==> src/rtl/dance_pkg.sv <==
// Shared constants and helpers for the four-lane dance round sequencer.
package dance_pkg;
    localparam logic [1:0] ST_IDLE      = 2'd0;
    localparam logic [1:0] ST_COUNTDOWN = 2'd1;
    localparam logic [1:0] ST_PLAY      = 2'd2;
    localparam logic [1:0] ST_DONE      = 2'd3;

    localparam int LANES = 4;
    localparam int CNT_W = 8;

    // Taps 8,6,5,4 map to bits 7,5,4,3 of the shift register.
    localparam logic [7:0] LFSR_TAPS = 8'hB8;

    function automatic logic [7:0] lfsr_next(input logic [7:0] s);
        return {s[6:0], ^(s & LFSR_TAPS)};
    endfunction

    function automatic logic [CNT_W-1:0] sat_inc(input logic [CNT_W-1:0] v);
        return (&v) ? v : v + CNT_W'(1);
    endfunction
endpackage

==> src/rtl/lane_lfsr.sv <==
// Free-running 8-bit Fibonacci LFSR; the low two bits pick the target lane.
module lane_lfsr
    import dance_pkg::*;
#(
    parameter logic [7:0] SEED = 8'hA5
) (
    input  logic       CLOCK_50,
    input  logic       resetn,
    output logic [1:0] lfsr
);
    logic [7:0] lfsr_q;
    logic [7:0] lfsr_d;

    always_comb lfsr_d = lfsr_next(lfsr_q);

    always_ff @(posedge CLOCK_50 or negedge resetn) begin
        if (!resetn) lfsr_q <= SEED;
        else         lfsr_q <= lfsr_d;
    end

    assign lfsr = lfsr_q[1:0];
endmodule

==> src/rtl/dance_round_ctrl.sv <==
// Round sequencer: countdown, then NUM_BEATS timed beats, each with one target
// lane and a hit window judged as hit or miss.
module dance_round_ctrl
    import dance_pkg::*;
#(
    parameter int         BEAT_CYCLES     = 25_000_000,
    parameter int         WINDOW_CYCLES   = 12_500_000,
    parameter int         NUM_BEATS       = 32,
    parameter int         COUNTDOWN_BEATS = 3,
    parameter logic [7:0] SEED            = 8'hA5
) (
    input  logic             CLOCK_50,
    input  logic             resetn,
    input  logic             start,
    input  logic [LANES-1:0] key_pulse,
    output logic             lane_valid,
    output logic [LANES-1:0] lane_onehot,
    output logic             hit,
    output logic             miss,
    output logic [CNT_W-1:0] score,
    output logic [CNT_W-1:0] misses,
    output logic [CNT_W-1:0] beat_idx,
    output logic [2:0]       countdown,
    output logic [1:0]       state
);
    localparam int BW = $clog2(BEAT_CYCLES);
    localparam int WW = $clog2(WINDOW_CYCLES + 1);
    localparam logic [BW-1:0]    BEAT_LAST = BW'(BEAT_CYCLES - 1);
    localparam logic [WW-1:0]    WIN_LOAD  = WW'(WINDOW_CYCLES);
    localparam logic [CNT_W-1:0] NB        = CNT_W'(NUM_BEATS);
    localparam logic [2:0]       CD        = 3'(COUNTDOWN_BEATS);

    logic [1:0]       lane_sel;
    logic [1:0]       state_q, state_d;
    logic [BW-1:0]    cnt_q, cnt_d;
    logic [WW-1:0]    win_q, win_d;
    logic             lane_valid_q, lane_valid_d;
    logic [LANES-1:0] lane_q, lane_d;
    logic             hit_q, hit_d, miss_q, miss_d;
    logic [CNT_W-1:0] score_q, score_d, misses_q, misses_d;
    logic [CNT_W-1:0] beat_idx_q, beat_idx_d, issued_q, issued_d;
    logic [2:0]       countdown_q, countdown_d;
    logic             tick, start_acc, issue;

    lane_lfsr #(.SEED(SEED)) u_lfsr (
        .CLOCK_50 (CLOCK_50),
        .resetn   (resetn),
        .lfsr     (lane_sel)
    );

    always_comb begin
        state_d      = state_q;
        win_d        = win_q;
        lane_valid_d = lane_valid_q;
        lane_d       = lane_q;
        hit_d        = 1'b0;
        miss_d       = 1'b0;
        score_d      = score_q;
        misses_d     = misses_q;
        beat_idx_d   = beat_idx_q;
        issued_d     = issued_q;
        countdown_d  = countdown_q;
        issue        = 1'b0;

        tick      = (cnt_q == BEAT_LAST);
        start_acc = start && (state_q == ST_IDLE || state_q == ST_DONE);
        cnt_d     = (start_acc || tick) ? '0 : cnt_q + BW'(1);

        case (state_q)
            ST_IDLE, ST_DONE: begin
                if (start) begin
                    score_d     = '0;
                    misses_d    = '0;
                    beat_idx_d  = '0;
                    issued_d    = '0;
                    countdown_d = CD;
                    state_d     = ST_COUNTDOWN;
                end
            end
            ST_COUNTDOWN: begin
                if (tick) begin
                    countdown_d = countdown_q - 3'd1;
                    if (countdown_q == 3'd1) begin
                        state_d = ST_PLAY;
                        issue   = 1'b1;
                    end
                end
            end
            default: begin
                if (lane_valid_q) begin
                    win_d = win_q - WW'(1);
                    // A press wins over a timeout landing in the same cycle.
                    if (|key_pulse) begin
                        lane_valid_d = 1'b0;
                        lane_d       = '0;
                        if (key_pulse == lane_q) begin
                            hit_d   = 1'b1;
                            score_d = sat_inc(score_q);
                        end else begin
                            miss_d   = 1'b1;
                            misses_d = sat_inc(misses_q);
                        end
                    end else if (win_q == WW'(1)) begin
                        lane_valid_d = 1'b0;
                        lane_d       = '0;
                        miss_d       = 1'b1;
                        misses_d     = sat_inc(misses_q);
                    end
                end else if (issued_q == NB) begin
                    state_d = ST_DONE;
                end else if (tick) begin
                    issue = 1'b1;
                end
            end
        endcase

        if (issue) begin
            lane_valid_d = 1'b1;
            lane_d       = LANES'(1) << lane_sel;
            win_d        = WIN_LOAD;
            beat_idx_d   = issued_q;
            issued_d     = issued_q + CNT_W'(1);
        end
    end

    always_ff @(posedge CLOCK_50 or negedge resetn) begin
        if (!resetn) begin
            state_q      <= ST_IDLE;
            cnt_q        <= '0;
            win_q        <= '0;
            lane_valid_q <= 1'b0;
            lane_q       <= '0;
            hit_q        <= 1'b0;
            miss_q       <= 1'b0;
            score_q      <= '0;
            misses_q     <= '0;
            beat_idx_q   <= '0;
            issued_q     <= '0;
            countdown_q  <= '0;
        end else begin
            state_q      <= state_d;
            cnt_q        <= cnt_d;
            win_q        <= win_d;
            lane_valid_q <= lane_valid_d;
            lane_q       <= lane_d;
            hit_q        <= hit_d;
            miss_q       <= miss_d;
            score_q      <= score_d;
            misses_q     <= misses_d;
            beat_idx_q   <= beat_idx_d;
            issued_q     <= issued_d;
            countdown_q  <= countdown_d;
        end
    end

    assign lane_valid  = lane_valid_q;
    assign lane_onehot = lane_q;
    assign hit         = hit_q;
    assign miss        = miss_q;
    assign score       = score_q;
    assign misses      = misses_q;
    assign beat_idx    = beat_idx_q;
    assign countdown   = countdown_q;
    assign state       = state_q;
endmodule

==> config.mk <==
export PLATFORM = sky130hd
export DESIGN_NAME = dance_round_ctrl
export DESIGN_NICKNAME = d
export VERILOG_FILES = /design/src/rtl/dance_pkg.sv /design/src/rtl/lane_lfsr.sv /design/src/rtl/dance_round_ctrl.sv
export SDC_FILE = /design/constraint.sdc
export NUM_CORES = 1
export LEC_CHECK = 0
export CORE_ASPECT_RATIO = 0.5
export CORE_MARGIN = 3
export CORE_UTILIZATION = 52
export DETAILED_ROUTE_END_ITERATION = 7
export HOLD_SLACK_MARGIN = 0.12
export PLACE_DENSITY = 0.73
export SYNTH_ARGS = -nofsm -noshare
export SYNTH_HDL_FRONTEND = slang
export SYNTH_HIERARCHICAL = 1
export SYNTH_SLANG_ARGS = --single-unit
==> constraint.sdc <==
create_clock -name CLOCK_50 -period 2.7 [get_ports CLOCK_50]
set_input_delay 0.405 -clock CLOCK_50 [delete_from_list [all_inputs] [get_ports CLOCK_50]]
set_output_delay 0.405 -clock CLOCK_50 [all_outputs]
set_load 0.1 [all_outputs]
==> results of run 1 <==
-- cells by family (layout without fill, tap and decap cells) --
logic type | Yosys count | after routing | share of synthesized area, %
AOI/OAI and AO/OA | 76 | 76 | 9.86
xor gates and xnor gates | 50 | 50 | 8.52
adders and majority gates | 12 | 12 | 2.92
buffers and inverters | 42 | 99 | 3.26
DFF | 101 | 101 | 49.3
muxes | 8 | 8 | 1.61
and+or+nand+nor | 244 | 244 | 24.6
-- routing by layer --
metal	wire (µm)	track usage (%)
met5	0	0
met2	5050	32.1
met3	347	4.87
met1	5430	30.3
met4	78	4.13
-- flip-flops by register name (all words and copies together) (netlist names) --
register       count
beat_idx           8
cnt_q             25
countdown          3
hit                1
issued_q           8
lane_onehot        4
lane_valid         1
miss               1
misses             8
score              8
state              2
u_lfsr/lfsr_q      8
win_q             24
-- metrics by stage --
| step | hold WS, ns | total power, µW | util, % | setup WS [ns] | std cells |
|---|---|---|---|---|---|
| after floorplan | 0.109 | 3410 | - | 0.00179 | 533 |
| after global placement | 0.335 | 3890 | 62.4 | 0.177 | 702 |
| after detailed placement | 0.347 | 3930 | 62.4 | 0.131 | 702 |
| after CTS | 0.364 | 5360 | 66.1 | 0.111 | 719 |
| after global routing | 0.370 | 5670 | 66.2 | -0.0440 | 720 |
| final | 0.359 | 5340 | 66.2 | 0.113 | 720 |
-- cells in the final DEF, fill, tap and decap left out, drive strengths merged, types with 7 or more instances in the layout --
cell type	n
clkbuf	10
and4	8
o21ai	23
ha	12
dfrtp	97
and3	11
a21oi	16
nand3	29
nor3	14
xor2	13
nor4	13
or3	11
buf	56
inv	23
nand4	17
nand2	43
nor2	62
xnor2	37
nand2b	7
-- power breakdown --
part / internal (µW) / switching [µW]
Sequential: 1760 / 247
Combinational: 626 / 1280
Clock: 846 / 578
Total: 3230 / 2110
-- critical path, delay by kind of cell (launching register included) --
family                     cells  cell delay [ns]
AOI/OAI and AO/OA              3             1.20
buffers and inverters          3             0.52
DFF                            1             0.50
adders and majority gates      1             0.28
-- cell type report --
class / instances / area [µm²] / share of cell area (%)
flip-flops and latches: 101 / 2540 / 41.9
multi-input cells: 390 / 2460 / 40.5
repair buffers: 62 / 493 / 8.13
clock buffers: 10 / 239 / 3.94
well taps: 130 / 163 / 2.68
clock inverters: 6 / 93.8 / 1.55
inverters: 21 / 78.8 / 1.30
-- repair_timing --
action / 4_1_cts / 5_1_grt
setup buffers: 0 / 1
resized for setup: 0 / 0
setup endpoints to repair: 0 / 6
endpoints found under the hold margin: 45 / 0
hold buffers: 1 / 0
-- final timing paths --
| kind | startpoint | endpoint | slack, ns | cells after the start |
|---|---|---|---|---|
| max in group asynchronous | resetn | u_lfsr/lfsr_q[2]$_DFF_PN1_ | 1.39 | 3 |
| min in group asynchronous | resetn | win_q[14]$_DFFE_PN0P_ | 0.62 | 2 |
| setup reg to reg | state[0]$_DFFE_PN0P_ | win_q[11]$_DFFE_PN0P_ | 0.11 | 7 |
| hold reg to reg | u_lfsr/lfsr_q[6]$_DFF_PN0_ | u_lfsr/lfsr_q[7]$_DFF_PN1_ | 0.36 | 0 |
| hold / removal | u_lfsr/lfsr_q[6]$_DFF_PN0_ | u_lfsr/lfsr_q[7]$_DFF_PN1_ | 0.36 | 0 |
| setup / recovery | state[0]$_DFFE_PN0P_ | win_q[11]$_DFFE_PN0P_ | 0.11 | 7 |
==> impl_metrics.yaml, run 1 <==
clocking:
  cts_tree: "yes"
  cts.sinks: 101
  htree_levels: 3
  cts.path.max_buffers: 2
  clock_latency_ns: 0.34
  path_clk_slew_ns: 0.07
  clock-root-buffer: "clkbuf_16"
  cts_made_buffers: 9
place:
  dp.final_hpwl_mm: 7.73
  place.gp.congestion: 0.838
  io_buffers: 42
  placedInstanceArea_um2: 5710
yosys:
  synth_edf_count: 0
  netlist_area_um2: 5140
  yosys-top-cells-count: "97 x dfrtp_1, 62 x nor2_1, 43 x nand2_1"
  syn_avg_cell_area_um2: 9.64
  yosysTopAreaCell: "dfrtp_1"
  synthesis.nets: 552
  netlist_instances: 533
  synth-warning-count: 6
  yosysUniqueCellTypes: 54
  synth_seq_area_share_pct: 49.3
  yosysTopAreaCellShare_pct: 47.2
  ys_async_sr_fraction_pct: 100
  synth.top_cells.by_area: "dfrtp_1 47%, xnor2_1 6.3%, nor2_1 4.5%, nand2_1 3.1%, ha_1 2.9%"
  post-synth-top-count-cell: "dfrtp_1"
  synth-seq-cells: 101
  synth-main-ff-cell: "dfrtp_1"
route:
  postRouteAntennaNets: 0
  via_count: 4029
  routed_wl_mm: 10.9
  drtPass1Iterations: 4
  via_per_inst: 5.60
  wire_per_inst_um: 15.1
  route.detailed.drc: 0
  drt_iter0_markers: 292
timing:
  finalSetupTns_ns: 0
  slew_viol_final: 0
  fin_skew_ns: 0.00476
  worstMarginPinSlew_ns: 0.648
  hold_violations: 0
  post-route-period-util_pct: 95.8
  max_slew_margin_pct: 56.8
  min_period_ns: 2.59
  grt_setup_unrepaired: "yes"
  fmax_mhz: 387
  setup-violations-final: 0
floorplan:
  coreArea_um2: 9160
  die_width_um: 147
  fp.dieH_um: 76.3
  io_pins: 43
  start_util_pct: 56.1
  die_area_um2: 11200
  num_rows: 24
power:
  power.leakage_uw: 0.00278
  ir_worst_vdd_uv: 421
  power_density_nw_per_um2: 880
worst_setup_path:
  max_stage_delay_ns: 0.71
  path_cells: "inv_1 > ha_1 > inv_1 > a311o_1 > a2111o_1 > buf_4 > o21ai_0"
  crit_fanout: 20
  path_class: "reg -> reg"
  slowest_stage: "a2111o_1"
  crit_top_cell: "inv_1"
  required_ns: 2.96
  end_kind: "register"
  cp-start-kind: "register"
  critPathArrivalTime_ns: 2.85
cells_and_area:
  postLayoutCellArea_um2: 6060
  layout.nets: 604
  drive_above_1_share_pct: 15.4
  syn_to_final_growth_pct: 18.0
  antennaDiodeCount: 0
  fillers: 717
global_route:
  antenna_found_initial: 0
  grt_pass1_wl_mm: 19.3
  grt_max_degree: 49
  grt_use_total_pct: 20.8
  overflow: 0
  grt_pass1_vias: 3870
flow_run:
  drv_cap: 0
worst_hold_path:
  hp-class: "reg -> reg"
outcome:
  outcome: "complete, no violations"
No activity file was read; power rests on OpenSTA's default activity.
==> inputs of run 2 (changes only) <==
--- a/config.mk
+++ b/config.mk
@@ -11,6 +11,7 @@
 export DETAILED_ROUTE_END_ITERATION = 7
 export HOLD_SLACK_MARGIN = 0.12
 export PLACE_DENSITY = 0.73
+export RECOVER_POWER = 25
 export SYNTH_ARGS = -nofsm -noshare
 export SYNTH_HDL_FRONTEND = slang
 export SYNTH_HIERARCHICAL = 1
==> impl_metrics.yaml, run 2 (synthesized netlist as in run 1, its figures left out) <==
clocking:
  path_clk_slew_ns: 0.07
  clock_latency_ns: 0.34
  clock-root-buffer: "clkbuf_16"
  cts_tree: "yes"
  cts_made_buffers: 9
  htree_levels: 3
  cts.path.max_buffers: 2
  cts.sinks: 101
place:
  dp.final_hpwl_mm: 7.73
  place.gp.congestion: 0.838
  placed_cells: 702
  io_buffers: 42
  placedInstanceArea_um2: 5710
cells_and_area:
  regArea_um2: 2540
  postLayoutCellArea_um2: 6060
  top_register: "cnt_q"
  largest_reg_flops: 25
  layout_common_cells: "93 x dfrtp_1, 62 x nor2_1, 54 x buf_4, 43 x nand2_1, 37 x xnor2_1"
  syn_to_final_growth_pct: 17.9
  top_regs: "cnt_q: 25 flops, win_q: 24 flops"
  fillers: 718
  layout.nets: 604
  drive_above_1_share_pct: 15.3
  antennaDiodeCount: 0
  multi_input_area_um2: 2460
  final_common_cell: "dfrtp_1"
  stdcell_count: 720
timing:
  worstMarginPinSlew_ns: 1.23
  slew_viol_final: 0
  grt_setup_unrepaired: "yes"
  fmax_mhz: 387
  max_slew_margin_pct: 17.8
  hold_violations: 0
  setup-violations-final: 0
  post-route-period-util_pct: 95.8
  min_period_ns: 2.59
  fin_skew_ns: 0.00468
outcome:
  outcome: "complete, no violations"
global_route:
  grt_use_total_pct: 20.8
  antenna_found_initial: 0
  grt_pass1_vias: 3870
  grt_max_degree: 49
  grt_pass1_wl_mm: 19.3
  overflow: 0
route:
  routed_wl_mm: 10.9
  wire_per_inst_um: 15.1
  drtPass1Iterations: 4
  postRouteAntennaNets: 0
  route.detailed.drc: 0
  via_count: 4027
  via_per_inst: 5.59
  drt_iter0_markers: 292
worst_setup_path:
  required_ns: 2.96
  ff2ff_setup_slack_ns: 0.11
  cp-start-kind: "register"
  reg2reg_from: "state[0]$_DFFE_PN0P_"
  worstSetupEndpoint: "win_q[11]$_DFFE_PN0P_"
  critPathArrivalTime_ns: 2.85
  r2r-end: "win_q[11]$_DFFE_PN0P_"
  r2r_cells: 7
  end_kind: "register"
  path_class: "reg -> reg"
  startpoint: "state[0]$_DFFE_PN0P_"
  crit_fanout: 20
floorplan:
  coreArea_um2: 9160
  io_pins: 43
  die_width_um: 147
  num_rows: 24
  die_area_um2: 11200
  fp.dieH_um: 76.3
  start_util_pct: 56.1
power:
  power.leakage_uw: 0.00278
  ir_worst_vdd_uv: 421
  power_density_nw_per_um2: 880
flow_run:
  drv_cap: 0
worst_hold_path:
  hp-class: "reg -> reg"
## run 2: power by group
group          internal [µW]  switching (µW)  leakage, µW  total [µW]
logic                    625            1280      0.00128        1910
registers               1760             247      0.00134        2000
clock network            846             578     0.000160        1420
## run 2: timing repair
action	CTS	global route
endpoints found under the hold margin	45	0
endpoints found under the setup margin	0	6
buffers inserted	0	1
resized for setup	0	0
hold buffers	1	0
## run 2: metrics by stage
step                      setup WS, ns  setup TNS, ns  hold WS [ns]  power (µW)  util (%)
after global placement           0.177              0         0.335        3890      62.4
after floorplan                0.00179              0         0.109        3410         -
after detailed placement         0.131              0         0.347        3930      62.4
after CTS                        0.111              0         0.364        5360      66.1
final                            0.113              0         0.359        5340      66.2
after global routing           -0.0440         -0.200         0.370        5670      66.2
## run 2: critical path, cell delays in order, from the launching register on
cell	delay, ns
dfrtp_4	0.50
inv_1	0.09
ha_1	0.28
inv_1	0.12
a311o_1	0.40
a2111o_1	0.71
buf_4	0.31
o21ai_0	0.09
## run 2: area by class of cell
class	instances	area share, %
sequential	101	41.9
multi-input combinational	390	40.5
timing repair buffer	62	8.09
clock inverter	6	1.55
inverter	21	1.30
tap	130	2.68
clock buffer	10	3.94
## run 2: metal layers
layer | global-route usage, % | routed length (µm)
met3 | 4.87 | 347
met1 | 30.3 | 5430
met2 | 32.1 | 5040
met5 | 0 | 0
met4 | 4.13 | 78
## run 2: how the worst min path moves through the flow
stage / startpoint / depth (start not counted) / to
floorplan: resetn / 0 / beat_idx[0]$_DFFE_PN0P_
global placement: u_lfsr/lfsr_q[6]$_DFF_PN0_ / 0 / u_lfsr/lfsr_q[7]$_DFF_PN1_
detailed placement: u_lfsr/lfsr_q[6]$_DFF_PN0_ / 0 / u_lfsr/lfsr_q[7]$_DFF_PN1_
CTS: u_lfsr/lfsr_q[6]$_DFF_PN0_ / 0 / u_lfsr/lfsr_q[7]$_DFF_PN1_
global route: u_lfsr/lfsr_q[6]$_DFF_PN0_ / 0 / u_lfsr/lfsr_q[7]$_DFF_PN1_
finish: u_lfsr/lfsr_q[6]$_DFF_PN0_ / 0 / u_lfsr/lfsr_q[7]$_DFF_PN1_
==> inputs of run 3 (changes only) <==
--- a/config.mk
+++ b/config.mk
@@ -7,10 +7,10 @@
 export LEC_CHECK = 0
 export CORE_ASPECT_RATIO = 0.5
 export CORE_MARGIN = 3
-export CORE_UTILIZATION = 52
+export CORE_UTILIZATION = 58
 export DETAILED_ROUTE_END_ITERATION = 7
 export HOLD_SLACK_MARGIN = 0.12
-export PLACE_DENSITY = 0.73
+export PLACE_DENSITY = 0.77
 export RECOVER_POWER = 25
 export SYNTH_ARGS = -nofsm -noshare
 export SYNTH_HDL_FRONTEND = slang
==> constraint.sdc (replaced) <==
create_clock -name CLOCK_50 -period 2.8 [get_ports CLOCK_50]
set_input_delay 0.42 -clock CLOCK_50 [delete_from_list [all_inputs] [get_ports CLOCK_50]]
set_output_delay 0.42 -clock CLOCK_50 [all_outputs]
set_load 0.1 [all_outputs]
==> impl_metrics.yaml, run 3 (synthesized netlist as in run 1, its figures left out) <==
timing:
  hold_violations: 0
  grt_setup_unrepaired: "no"
  fmax_mhz: 376
  slew_viol_final: 0
  worstMarginPinSlew_ns: 1.11
  setup-violations-final: 0
  max_slew_margin_pct: 26.1
  fin_skew_ns: 0.00524
  finalWorstSetupSlack_ns: 0.138
  finalSetupTns_ns: 0
  post-route-period-util_pct: 95.1
  min_period_ns: 2.66
power:
  ir_worst_vdd_uv: 620
  p_int_uw: 2940
  pwr-share-clk_pct: 24.3
  power_switching_uw: 2100
  p_seq_share_pct: 38.5
  pwr-share-comb_pct: 37.2
  power_density_nw_per_um2: 841
  power.leakage_uw: 0.00276
  p_sw_share_pct: 41.6
route:
  via_count: 4166
  via_per_inst: 5.93
  routed_wl_mm: 11.4
  wire_per_inst_um: 16.2
  postRouteAntennaNets: 0
  drtPass1Iterations: 5
  route.detailed.drc: 0
  drt_iter0_markers: 234
cells_and_area:
  top_regs: "cnt_q: 25 flops, win_q: 24 flops"
  postLayoutCoreUtil_pct: 72.3
  drive_above_1_share_pct: 15.1
  largest_reg_flops: 25
  layout_common_cells: "94 x dfrtp_1, 62 x nor2_1, 55 x buf_4, 43 x nand2_1, 37 x xnor2_1"
  final_common_cell: "dfrtp_1"
  top_register: "cnt_q"
  antennaDiodeCount: 0
  layout.nets: 605
  syn_to_final_growth_pct: 16.5
worst_setup_path:
  critPathArrivalTime_ns: 2.94
  path_buf_inv: 0
  required_ns: 3.08
  path_class: "reg -> reg"
  path_delay_family: "simple AND/OR/NAND/NOR gates"
  path_cells: "or4_4 > or3_1 > o41a_1 > or4_1 > a21oi_1"
  slowest_stage: "o41a_1"
  max_stage_delay_ns: 0.56
  cp-start-kind: "register"
  end_kind: "register"
  crit_fanout: 9
floorplan:
  io_pins: 43
  die_width_um: 139
  coreArea_um2: 8290
  fp.dieH_um: 72.6
  num_rows: 23
  start_util_pct: 62.0
  die_area_um2: 10100
global_route:
  grt_max_degree: 42
  grt_pass1_vias: 4121
  antenna_found_initial: 0
  grt_use_total_pct: 24.0
  grt_pass1_wl_mm: 19.5
  overflow: 0
flow_run:
  drv_cap: 0
clocking:
  path_clk_slew_ns: 0.07
  clock_latency_ns: 0.35
  clock-root-buffer: "clkbuf_16"
  cts_tree: "yes"
  cts.sinks: 101
  cts_setup_buffers: 0
  htree_levels: 3
  cts_made_buffers: 9
  cts.path.max_buffers: 2
outcome:
  outcome: "complete, no violations"
place:
  dp.final_hpwl_mm: 8.19
  io_buffers: 42
  place_ws_ns: 0.176
  place.gp.congestion: 0.868
worst_hold_path:
  hp-class: "reg -> reg"
-- run 3: cell types whose count changed in the layout (fill, tap and decap cells not counted), sizes merged --
cell	delta
bufinv	-2
clkbuf	+1
clkinv	+1
inv	+1
-- run 3: repair_timing --
action                    CTS  global route
hold endpoints to repair   39             0
hold buffers                1             0
gates resized for setup     0             0
-- run 3: through the flow --
step	instance area (µm²)	hold slack (ns)	total power, µW	cells
global placement	5700	0.337	3760	686
global route	5990	0.368	5350	703
finish	5990	0.359	5040	703
detailed placement	5700	0.342	3820	686
CTS	6010	0.359	5060	703
floorplan	5150	0.124	3280	533
-- run 3: path summary, 6_finish.rpt --
path	from	end	slack (ns)	cells past startpoint
setup / recovery	win_q[12]$_DFFE_PN0P_	misses[5]$_DFFE_PN0P_	0.14	5
hold / removal	u_lfsr/lfsr_q[6]$_DFF_PN0_	u_lfsr/lfsr_q[7]$_DFF_PN1_	0.36	0
setup reg to reg	win_q[12]$_DFFE_PN0P_	misses[5]$_DFFE_PN0P_	0.14	5
hold reg to reg	u_lfsr/lfsr_q[6]$_DFF_PN0_	u_lfsr/lfsr_q[7]$_DFF_PN1_	0.36	0
max in group asynchronous	resetn	issued_q[0]$_DFFE_PN0P_	0.49	3
min in group asynchronous	resetn	lane_onehot[2]$_DFFE_PN0P_	0.80	2
-- run 3: routing by layer --
| layer | global-route usage (%) | vias up | part of all wire [%] |
|---|---|---|---|
| met5 | 0 | - | 0 |
| met3 | 6.39 | 20 | 5.9 |
| met4 | 6.94 | 0 | 1.3 |
| met2 | 39.4 | 120 | 46 |
| li1 | - | 1995 | - |
| met1 | 32.1 | 2031 | 47 |
-- run 3: layout make-up --
cell class | count | area (µm²)
well taps | 112 | 140
clock inverters | 6 | 53.8
fillers | 623 | 2300
multi-input cells | 390 | 2460
inverters | 21 | 78.8
flip-flops and latches | 101 | 2540
clock buffers | 10 | 239
repair buffers | 63 | 483
-- run 3: power groups by stage --
stage,Sequential (µW),Clock [µW],Combinational (µW)
detailed placement,1960,0,1870
floorplan,2350,0,936
CTS,1930,1250,1880
global route,1970,1320,2060
global placement,1940,0,1820
finish,1940,1220,1880
